==> src/rtl/led_matrix_scan.sv <==
// led_matrix_scan: row/column multiplex scanner for front-panel lamp matrices.
// Each row slot is BLANK_CYCLES with all lines inactive, followed by
// DWELL_CYCLES with one row driven and its lamp slice on the columns. The slice
// is captured when the row lights, so frame_data may change at any time.
//
// Optional build macro: LED_MATRIX_SCAN_DIM_EN adds a 4-bit brightness input
// that shortens the column-on time within each dwell in 1/16 steps.
//
// Ports:
//   clk          system clock
//   reset        asynchronous, active-high reset
//   enable       scan enable; low forces blanking and holds row_idx
//   brightness   (LED_MATRIX_SCAN_DIM_EN only) column duty in 16ths, minus one
//   frame_data   lamp image, row r = frame_data[r*COLS +: COLS], 1 = lamp on
//   led_row      row drive lines (registered)
//   led_col      column drive lines (registered)
//   row_idx      row currently in its slot, blank or lit (registered)
//   frame_start  one-cycle pulse on the first lit cycle of row 0 (registered)
module led_matrix_scan #(
    parameter int unsigned ROWS            = 5,
    parameter int unsigned COLS            = 8,
    parameter int unsigned DWELL_CYCLES    = 512,
    parameter int unsigned BLANK_CYCLES    = 16,
    parameter bit          ROW_ACTIVE_HIGH = 1'b1,
    parameter bit          COL_ACTIVE_LOW  = 1'b1
) (
    input  logic                     clk,
    input  logic                     reset,
    input  logic                     enable,
`ifdef LED_MATRIX_SCAN_DIM_EN
    input  logic [3:0]               brightness,
`endif
    input  logic [ROWS*COLS-1:0]     frame_data,
    output logic [ROWS-1:0]          led_row,
    output logic [COLS-1:0]          led_col,
    output logic [$clog2(ROWS)-1:0]  row_idx,
    output logic                     frame_start
);

    localparam int unsigned RIW     = $clog2(ROWS);
    localparam int unsigned CNT_MAX = (DWELL_CYCLES > BLANK_CYCLES) ? DWELL_CYCLES : BLANK_CYCLES;
    localparam int unsigned CW      = $clog2(CNT_MAX);

    localparam logic [ROWS-1:0] ROW_OFF = ROW_ACTIVE_HIGH ? {ROWS{1'b0}} : {ROWS{1'b1}};
    localparam logic [COLS-1:0] COL_OFF = COL_ACTIVE_LOW  ? {COLS{1'b1}} : {COLS{1'b0}};

    typedef enum logic {
        ST_BLANK = 1'b0,
        ST_ON    = 1'b1
    } state_t;

    state_t            state_q, state_d;
    logic [CW-1:0]     cnt_q, cnt_d;
    logic [RIW-1:0]    row_idx_q, row_idx_d;
    logic [ROWS-1:0]   led_row_q, led_row_d;
    logic [COLS-1:0]   led_col_q, led_col_d;
    logic              frame_start_q, frame_start_d;

    logic [COLS-1:0]   row_slice;
    logic [ROWS-1:0]   row_onehot;
    logic [COLS-1:0]   col_drive;

`ifdef LED_MATRIX_SCAN_DIM_EN
    localparam int unsigned DIM_STEP = DWELL_CYCLES / 16;

    logic [COLS-1:0]   col_lit_q, col_lit_d;
    logic [3:0]        bright_q, bright_d;
    logic              col_on_next;

    // Columns stay lit while the next dwell count is below (brightness+1)/16 of the dwell.
    assign col_on_next = (32'(cnt_q) + 32'd1) < ((32'(bright_q) + 32'd1) * DIM_STEP);
`endif

    // Select the current row's lamp slice and one-hot row pattern.
    always_comb begin
        row_slice  = '0;
        row_onehot = '0;
        for (int r = 0; r < ROWS; r++) begin
            if (row_idx_q == RIW'(r)) begin
                row_slice     = frame_data[r*COLS +: COLS];
                row_onehot[r] = 1'b1;
            end
        end
    end

    assign col_drive = COL_ACTIVE_LOW ? ~row_slice : row_slice;

    // Next-state and output logic.
    always_comb begin
        state_d       = state_q;
        cnt_d         = cnt_q + CW'(1);
        row_idx_d     = row_idx_q;
        led_row_d     = led_row_q;
        led_col_d     = led_col_q;
        frame_start_d = 1'b0;
`ifdef LED_MATRIX_SCAN_DIM_EN
        col_lit_d     = col_lit_q;
        bright_d      = bright_q;
`endif
        if (!enable) begin
            state_d   = ST_BLANK;
            cnt_d     = '0;
            led_row_d = ROW_OFF;
            led_col_d = COL_OFF;
        end else begin
            case (state_q)
                ST_BLANK: begin
                    led_row_d = ROW_OFF;
                    led_col_d = COL_OFF;
                    if (cnt_q == CW'(BLANK_CYCLES - 1)) begin
                        state_d       = ST_ON;
                        cnt_d         = '0;
                        led_row_d     = ROW_ACTIVE_HIGH ? row_onehot : ~row_onehot;
                        led_col_d     = col_drive;
                        frame_start_d = (row_idx_q == '0);
`ifdef LED_MATRIX_SCAN_DIM_EN
                        col_lit_d     = col_drive;
                        bright_d      = brightness;
`endif
                    end
                end
                ST_ON: begin
                    if (cnt_q == CW'(DWELL_CYCLES - 1)) begin
                        state_d   = ST_BLANK;
                        cnt_d     = '0;
                        led_row_d = ROW_OFF;
                        led_col_d = COL_OFF;
                        row_idx_d = (row_idx_q == RIW'(ROWS - 1)) ? '0 : row_idx_q + RIW'(1);
                    end
`ifdef LED_MATRIX_SCAN_DIM_EN
                    else begin
                        led_col_d = col_on_next ? col_lit_q : COL_OFF;
                    end
`endif
                end
                default: begin
                    state_d   = ST_BLANK;
                    cnt_d     = '0;
                    led_row_d = ROW_OFF;
                    led_col_d = COL_OFF;
                end
            endcase
        end
    end

    // State and output registers.
    always_ff @(posedge clk or posedge reset) begin
        if (reset) begin
            state_q       <= ST_BLANK;
            cnt_q         <= '0;
            row_idx_q     <= '0;
            led_row_q     <= ROW_OFF;
            led_col_q     <= COL_OFF;
            frame_start_q <= 1'b0;
`ifdef LED_MATRIX_SCAN_DIM_EN
            col_lit_q     <= COL_OFF;
            bright_q      <= 4'hF;
`endif
        end else begin
            state_q       <= state_d;
            cnt_q         <= cnt_d;
            row_idx_q     <= row_idx_d;
            led_row_q     <= led_row_d;
            led_col_q     <= led_col_d;
            frame_start_q <= frame_start_d;
`ifdef LED_MATRIX_SCAN_DIM_EN
            col_lit_q     <= col_lit_d;
            bright_q      <= bright_d;
`endif
        end
    end

    assign led_row     = led_row_q;
    assign led_col     = led_col_q;
    assign row_idx     = row_idx_q;
    assign frame_start = frame_start_q;

endmodule
==> config.mk <==
export PLATFORM = sky130hd
export DESIGN_NAME = led_matrix_scan
export DESIGN_NICKNAME = d
export VERILOG_FILES = /design/src/rtl/led_matrix_scan.sv
export SDC_FILE = /design/constraint.sdc
export NUM_CORES = 1
export LEC_CHECK = 0
export ABC_AREA = 1
export CORE_MARGIN = 2
export CORE_UTILIZATION = 46
export CTS_CLUSTER_DIAMETER = 80
export DETAILED_ROUTE_END_ITERATION = 16
export MAX_ROUTING_LAYER = met4
export PLACE_DENSITY = 0.8
export REMOVE_ABC_BUFFERS = 1
export SLEW_MARGIN = 20
export SYNTH_ARGS = -nofsm -noshare
export SYNTH_HDL_FRONTEND = slang
export SYNTH_SLANG_ARGS = --single-unit
==> constraint.sdc <==
create_clock -name clk -period 2.01 [get_ports clk]
set_input_delay 0.402 -clock clk [delete_from_list [all_inputs] [get_ports clk]]
set_output_delay 0.402 -clock clk [all_outputs]
set_load 0.005 [all_outputs]
==> results.txt, run 1 <==
Synth Area per Inst: 7.210 sq um
Via Count: 1729
Via-per-instance ratio: 4.776
Sequential-to-total area share from yosys stat: 37.59%
H-tree levels: 1
Initial Utilization: 48.73%
TritonCTS clock tree: yes
Kind of critical path: flip-flop to flip-flop
Syn Inst Count: 253
Hold violation total from the final report: 0
Area growth syn-to-layout: 38.20%
Total global-route track usage: 22.27%
YS warnings: 0
Critical Path Max Stage Delay: 0.41 ns
Port bufs: 59
Run status: finished, final reports clean
Rows: 22
Predominant post-synthesis flop cell: dfrtp_1
Final instance area: 0.002521 sq mm
Worst path bufs/invs: 1
CP Max Fanout: 9
RSZ-0062 raised after global routing: no
Dpl cells: 358
CP Cell Sequence: ha_1 > nand2_1 > nor2_2 > nand3_1 > and3b_1 > ha_2 > nor2_4 > inv_2 > nand2_1 > nand3_1
Worst Slack Setup Final: 0.2078 ns
DR DRC count: 0
Largest net degree at the start of global routing: 28
Total Neg Setup Slack: 0 ns
Clk_skew: 0.002832 ns
Synth cell types: 29
Lkg Pwr: 1.273 nW
CP startpoint kind: flip-flop
Count leader, synth: nand2_1
Post-layout min period: 1.802 ns
Worst min-delay path class: input pin to async pin
Die Y-Extent: 66.98 microns
Clock Pin Slew Worst Setup and Hold Paths: 0.10 ns
Initial antenna violation count: 0
Mapped cell area: 0.001824 sq mm
Cts bufs inserted: 3
Placer Congestion: 0.8088
Number of DRC markers in iteration 0: 74
Clock latency on the worst-skew pair: 0.27 ns
CP top delay family: simple AND/OR/NAND/NOR gates
Slowest cell on the critical path: dfrtp_1
Max_cap viols: 0
Maximum VDD drop: 271.5 uV
Yosys top cell area share: 26.06%
Number of global-route vias before repair: 1623
CTS sink cnt: 27
Setup Viol. Count Final: 0
Synth top cells by count: 66 x nand2_1, 39 x inv_1, 38 x nor2_1
Power Total: 1.000 mW
Die ar.: 0.004486 sq mm
Global-route wire length before repair: 7.500 mm
PostCTS Resize Cnt: 0
DRT Pass-1 Iters: 4
CTS Hold Bufs: 0
Final Max Slew Viols: 0
Gr ovfl total: 0
Max Freq: 554.9 MHz
Hold WS: 0.4709 ns
Post-DP Area: 0.002465 sq mm
Share of layout cells above drive strength 1: 14.65%
# diodes: 0
Ys async rst share: 100.0%
Post-synth EDFFs: 0
Final Cycle Share: 89.66%
Non-Filler Instances: 362
Measured slew at the worst slew-check pin: 0.4333 ns
#FFs+latches synth: 27
Worst EP required: 2.22 ns
Remaining antenna violation count: 0
CP endpoint kind: flip-flop
CTS Buffer Depth: 2
WL per Instance: 11.98 microns
Routed Wire Length: 4.335 mm
Final nets: 365
Final HPWL DP: 3.396 mm
Core ar.: 0.003744 sq mm
Synth top area cells: dfrtp_1 26%, nand2_1 14%, dfstp_2 12%
Total power density per cell area: 396.8 mW/mm^2
Cell taking the most area after synthesis: dfrtp_1
Die X: 66.98 microns
Final core utilization: 67.35%
Slew Limit Headroom: 71.08%
Setup Fix Bufs, Post-CTS: 0
Worst slack after detailed placement: 0.1540 ns
Root Buffer: clkbuf_8
Arr. time, crit path: 2.01 ns
Top-Level Pins: 60
[registers in the layout, summed over array words and instances (netlist names)]
signal,cells
cnt_q,9
led_col,8
led_row,5
row_idx,3
frame_start,1
state_q,1
[where the power goes]
part	internal, mW	switching (mW)	total [mW]	leakage [nW]
Sequential	0.549	0.00394	0.552	0.337
Clock	0.141	0.177	0.318	0.0217
Combinational	0.0865	0.0437	0.130	0.915
Total	0.776	0.224	1.00	1.27
[layer usage]
metal  part of all wire (%)  GRT usage, %  wire, microns
met5                      0             -              0
met4                   0.67         3.827             29
met3                    5.1         2.703            220
met2                     50         38.00           2180
met1                     44         28.80           1905
[worst paths after layout]
path | from | endpoint | slack (ns) | cells after the start
max | cnt_q[0]$_DFF_PP0_ | led_col[0]$_DFFE_PP1P_ | 0.21 | 10
min | reset | cnt_q[2]$_DFF_PP0_ | 0.47 | 3
min reg2reg | cnt_q[0]$_DFF_PP0_ | cnt_q[0]$_DFF_PP0_ | 0.48 | 1
min in group clk | cnt_q[0]$_DFF_PP0_ | cnt_q[0]$_DFF_PP0_ | 0.48 | 1
max in group asynchronous | reset | led_col[0]$_DFFE_PP1P_ | 1.23 | 3
max reg2reg | cnt_q[0]$_DFF_PP0_ | led_col[0]$_DFFE_PP1P_ | 0.21 | 10
[cell families (layout without fill, tap and decap cells)]
logic type | count (synthesis) | after routing | share of synthesized area [%]
buffers and inverters | 50 | 111 | 11.04
AO/OA/AOI/OAI | 19 | 19 | 7.475
AND/OR/NAND/NOR | 144 | 144 | 36.21
adder cells (fa/ha/maj) | 7 | 7 | 4.801
XOR/XNOR | 6 | 6 | 2.881
flip-flops | 27 | 27 | 37.59
[worst reg2reg max path, cell delays in order, from the launching register on]
cell     delay, ns
dfrtp_1       0.41
ha_1          0.23
nand2_1       0.09
nor2_2        0.04
nand3_1       0.09
and3b_1       0.19
ha_2          0.20
nor2_4        0.19
inv_2         0.12
nand2_1       0.10
nand3_1       0.08
[final cells by class]
class,instances,area [sq um]
multi-input cells,176,944.7
repair buffers,62,613.1
well taps,48,60.06
fillers,338,1222
flip-flops and latches,27,685.7
clock buffers,3,41.29
inverters,45,168.9
clock inverters,1,7.507
[cell usage in the layout, fill, tap and decap left out, types with 8 or more instances in the layout]
cell type        netlist  final
clkdlybuf4s50_1        0     59
dfrtp_1               19     19
dfstp_2                8      8
inv_1                 39     39
nand2_1               66     66
nand3_1               22     21
nor2_1                38     38
(Power assumes the default switching activity.)
==> run 2, diff against run 1 <==
--- a/config.mk
+++ b/config.mk
@@ -10,6 +10,7 @@
 export CORE_UTILIZATION = 46
 export CTS_CLUSTER_DIAMETER = 80
 export DETAILED_ROUTE_END_ITERATION = 16
+export GPL_ROUTABILITY_DRIVEN = 0
 export MAX_ROUTING_LAYER = met4
 export PLACE_DENSITY = 0.8
 export REMOVE_ABC_BUFFERS = 1
==> constraint.sdc (replaced) <==
create_clock -name clk -period 1.99 [get_ports clk]
set_input_delay 0.398 -clock clk [delete_from_list [all_inputs] [get_ports clk]]
set_output_delay 0.398 -clock clk [all_outputs]
set_load 0.005 [all_outputs]
==> results.txt, run 2 (synthesized netlist as in run 1, its figures left out) <==
Run status: finished, final reports clean
Measured slew at the worst slew-check pin: 0.4512 ns
Via-per-instance ratio: 4.749
CP Max Fanout: 9
Final nets: 365
Gr ovfl total: 0
Final Cycle Share: 92.71%
Max Freq: 542.0 MHz
Final HPWL DP: 3.265 mm
Post-layout min period: 1.845 ns
Number of DRC markers in iteration 0: 35
Global-route wire length before repair: 7.210 mm
Core ar.: 0.003744 sq mm
Die Y-Extent: 66.98 microns
Post-DP Area: 0.002465 sq mm
Hold violation total from the final report: 0
Total global-route track usage: 21.28%
Commonest non-fill, non-tap cell in the layout: nand2_1
Kind of critical path: flip-flop to flip-flop
Power Total: 1.005 mW
Worst Slack Setup Final: 0.1450 ns
Most frequent cells in the layout: 66 x nand2_1, 59 x clkdlybuf4s50_1, 39 x inv_1, 38 x nor2_1, 21 x nand3_1
Total Neg Setup Slack: 0 ns
Final core utilization: 67.75%
Port bufs: 59
Maximum VDD drop: 283.1 uV
Rows: 22
DRT Pass-1 Iters: 4
Largest net degree at the start of global routing: 28
Worst slack after detailed placement: 0.1231 ns
Via Count: 1719
R2r setup slk: 0.15 ns
Die ar.: 0.004486 sq mm
Setup Viol. Count Final: 0
Lkg Pwr: 1.276 nW
Top reg by flops: cnt_q
CP endpoint kind: flip-flop
Number of global-route vias before repair: 1647
Area growth syn-to-layout: 39.03%
CP startpoint kind: flip-flop
Worst min-delay path class: flip-flop to flip-flop
Share of layout cells above drive strength 1: 14.97%
Slew Limit Headroom: 69.89%
# diodes: 0
Worst reg-to-reg path cell count: 10
CTS Buffer Depth: 2
Initial antenna violation count: 0
H-tree levels: 1
Root Buffer: clkbuf_8
WL per Instance: 11.67 microns
Arr. time, crit path: 2.05 ns
Initial Utilization: 48.73%
Remaining antenna violation count: 0
Final instance area: 0.002536 sq mm
Top-Level Pins: 60
Max_cap viols: 0
Clock latency on the worst-skew pair: 0.27 ns
CTS Hold Bufs: 0
CTS sink cnt: 27
Cts bufs inserted: 3
Hold depth: 1
Die X: 66.98 microns
Worst EP required: 2.20 ns
Final Max Slew Viols: 0
Largest register FFs: 9
Routed Wire Length: 4.225 mm
Clk_skew: 0.001570 ns
Clock Pin Slew Worst Setup and Hold Paths: 0.09 ns
DR DRC count: 0
TritonCTS clock tree: yes
Total power density per cell area: 396.1 mW/mm^2
==> run 2: path summary, 6_finish.rpt <==
path,startpoint,to
worst max-delay path,cnt_q[0]$_DFF_PP0_,led_col[0]$_DFFE_PP1P_
worst min-delay path,cnt_q[0]$_DFF_PP0_,cnt_q[0]$_DFF_PP0_
worst max register to register,cnt_q[0]$_DFF_PP0_,led_col[0]$_DFFE_PP1P_
worst min register to register,cnt_q[0]$_DFF_PP0_,cnt_q[0]$_DFF_PP0_
max in group asynchronous,reset,led_col[5]$_DFFE_PP1P_
min in group asynchronous,reset,cnt_q[5]$_DFF_PP0_
==> run 2: critical path, stage by stage, from the launching register on <==
cell and delay, ns:
dfrtp_1 0.41, ha_1 0.23, nand2_1 0.10, nor2_2 0.04, nand3_1 0.09, and3b_1 0.22
ha_4 0.18, nor2_4 0.19, inv_2 0.13, nand2_1 0.10, nand3_1 0.09
==> run 2: area by class of cell <==
cell class              instances  area (sq um)
flip-flops and latches         27         685.7
repair buffers                 62         613.1
fillers                       327          1207
multi-input cells             176         959.7
clock inverters                 1         7.507
well taps                      48         60.06
inverters                      45         168.9
clock buffers                   3         41.29
==> run 2: power by group <==
group          total (mW)  internal (mW)  switching, mW
logic               0.133         0.0877         0.0450
clock network       0.314          0.142          0.172
registers           0.558          0.554        0.00363
total                1.00          0.784          0.221
==> run 2: metrics by stage <==
| step | cells | hold slack [ns] |
|---|---|---|
| 2_1_floorplan | 248 | 0.4331 |
| 3_3_place_gp | 358 | 0.4412 |
| 3_5_place_dp | 358 | 0.4544 |
| 4_1_cts | 362 | 0.4675 |
| 5_1_grt | 362 | 0.4946 |
| 6_report | 362 | 0.4692 |
==> run 2: layer usage <==
layer | vias to the layer above | GRT usage (%) | routed length (microns)
met2 | 50 | 35.50 | 2047
met5 | - | - | 0
li1 | 886 | - | -
met4 | 0 | 4.082 | 29
met1 | 778 | 27.70 | 1906
met3 | 5 | 3.209 | 241
==> run 2: timing repair <==
action,CTS,global route
resized for setup,0,4
endpoints found under the setup margin,0,10
buffers inserted,0,0
==> run 3, diff against run 2 <==
--- a/config.mk
+++ b/config.mk
@@ -7,12 +7,13 @@
 export LEC_CHECK = 0
 export ABC_AREA = 1
 export CORE_MARGIN = 2
-export CORE_UTILIZATION = 46
+export CORE_UTILIZATION = 55
 export CTS_CLUSTER_DIAMETER = 80
 export DETAILED_ROUTE_END_ITERATION = 16
+export DONT_BUFFER_PORTS = 1
 export GPL_ROUTABILITY_DRIVEN = 0
 export MAX_ROUTING_LAYER = met4
-export PLACE_DENSITY = 0.8
+export PLACE_DENSITY = 0.7
 export REMOVE_ABC_BUFFERS = 1
 export SLEW_MARGIN = 20
 export SYNTH_ARGS = -nofsm -noshare
==> results.txt, run 3 (synthesized netlist as in run 1, its figures left out) <==
Die Y-Extent: 61.59 microns
Final Max Slew Viols: 0
Core ar.: 0.003103 sq mm
Worst Slack Setup Final: 0.1532 ns
Failing checks: negative hold slack
Initial antenna violation count: 0
Global-route wire length before repair: 6.058 mm
Setup Fix Bufs, Post-CTS: 0
Sequential Area: 685.7 sq um
DR DRC count: 0
Via Count: 1492
Cts bufs inserted: 3
PostCTS Resize Cnt: 0
CP Max Fanout: 6
DRT Pass-1 Iters: 6
Worst slack after detailed placement: 0.1329 ns
Top reg by flops: cnt_q
Run status: complete, but fails checks
Critical Path Max Stage Delay: 0.39 ns
CTS sink cnt: 27
Clk_skew: 0.007193 ns
CTS Hold Bufs: 0
Most frequent cells in the layout: 66 x nand2_1, 39 x inv_1, 38 x nor2_1, 22 x nand3_1, 19 x dfrtp_1
# diodes: 0
H-tree levels: 1
CP Cell Sequence: ha_1 > nand2_1 > nor2_2 > nand3_1 > and3b_1 > ha_2 > nand3_1 > o31ai_1
Share of layout cells above drive strength 1: 17.32%
TritonCTS clock tree: yes
Non-Filler Instances: 298
Largest net degree at the start of global routing: 28
Slew Limit Headroom: 64.91%
Kind of critical path: flip-flop to flip-flop
Maximum VDD drop: 213.8 uV
Top-Level Pins: 60
CTS Buffer Depth: 2
CP endpoint kind: flip-flop
Final instance area: 0.001894 sq mm
Routed Wire Length: 3.677 mm
Rows: 20
Hold violation total from the final report: 4
Largest register FFs: 9
Commonest non-fill, non-tap cell in the layout: nand2_1
Gr ovfl total: 0
Lkg Pwr: 1.034 nW
CP startpoint kind: flip-flop
Worst EP required: 2.22 ns
Post-DP Area: 0.001862 sq mm
Total Neg Setup Slack: 0 ns
Arr. time, crit path: 2.07 ns
Power Total: 839.2 uW
Total power density per cell area: 443.0 mW/mm^2
Crit path top cell by count: nand3_1
Measured slew at the worst slew-check pin: 0.5264 ns
Number of global-route vias before repair: 1433
Final HPWL DP: 2.862 mm
RSZ-0062 raised after global routing: no
Fillers: 314
Multi-input logic area: 939.7 sq um
Final Cycle Share: 92.30%
Dpl cells: 294
Clock latency on the worst-skew pair: 0.32 ns
Slowest cell on the critical path: dfrtp_1
Clock Pin Slew Worst Setup and Hold Paths: 0.15 ns
Initial Utilization: 58.79%
Hold WS: -0.004471 ns
Setup Viol. Count Final: 0
Root Buffer: clkbuf_4
Area growth syn-to-layout: 3.841%
Port bufs: 0
Die X: 61.59 microns
Max Freq: 544.4 MHz
Die ar.: 0.003793 sq mm
Final nets: 305
Number of DRC markers in iteration 0: 77
Remaining antenna violation count: 0
Post-layout min period: 1.837 ns
WL per Instance: 12.34 microns
Worst min-delay path class: input pin to async pin
Total global-route track usage: 22.09%
Max_cap viols: 0
Via-per-instance ratio: 5.007
## run 3: where the power goes
part	leakage, nW	internal, mW	switching (mW)	total [mW]
combinational	0.679	0.0171	0.0306	0.0477
clock	0.0177	0.0752	0.158	0.233
sequential	0.337	0.555	0.00358	0.558
total	1.03	0.647	0.192	0.839
## run 3: per-layer routing
layer | share of wire [%] | GRT usage, % | vias up | wire [microns]
met2 | 50 | 38.35 | 51 | 1846
met5 | 0 | - | - | 0
li1 | - | - | 768 | -
met1 | 42 | 24.93 | 671 | 1547
met4 | 0.73 | 6.687 | 0 | 27
met3 | 7.0 | 5.462 | 2 | 256
## run 3: final timing paths
path / startpoint / cells past startpoint / endpoint / slack (ns)
max: cnt_q[0]$_DFF_PP0_ / 8 / row_idx[2]$_DFFE_PP0P_ / 0.15
min: reset / 2 / cnt_q[8]$_DFF_PP0_ / -0.004
max reg2reg: cnt_q[0]$_DFF_PP0_ / 8 / row_idx[2]$_DFFE_PP0P_ / 0.15
min reg2reg: cnt_q[0]$_DFF_PP0_ / 1 / cnt_q[0]$_DFF_PP0_ / 0.47
max in group asynchronous: reset / 2 / led_col[6]$_DFFE_PP1P_ / 1.69
min in group clk: enable / 1 / cnt_q[8]$_DFF_PP0_ / 0.22
## run 3: final cells by class
type | instances | share of cell area (%)
clock inverters | 1 | 0.2642
repair buffers | 2 | 0.7926
inverters | 45 | 9.049
multi-input cells | 176 | 49.60
flip-flops and latches | 27 | 36.20
clock buffers | 3 | 1.189
well taps | 44 | 2.906
## run 3: worst max-delay path, delay by kind of cell, from the launching register on
family | cells | cell delay (ns)
flip-flops | 1 | 0.39
adder cells (fa/ha/maj) | 2 | 0.40
AND/OR/NAND/NOR | 5 | 0.70
AO/OA/AOI/OAI | 1 | 0.27
## run 3: through the flow
step | hold WS (ns) | util, %
3_5_place_dp | 0.3700 | 60.00
6_report | -0.004471 | 61.05
5_1_grt | 0.007443 | 61.05
4_1_cts | 0.005007 | 60.89
2_1_floorplan | 0.4331 | -
3_3_place_gp | 0.3661 | 60.00
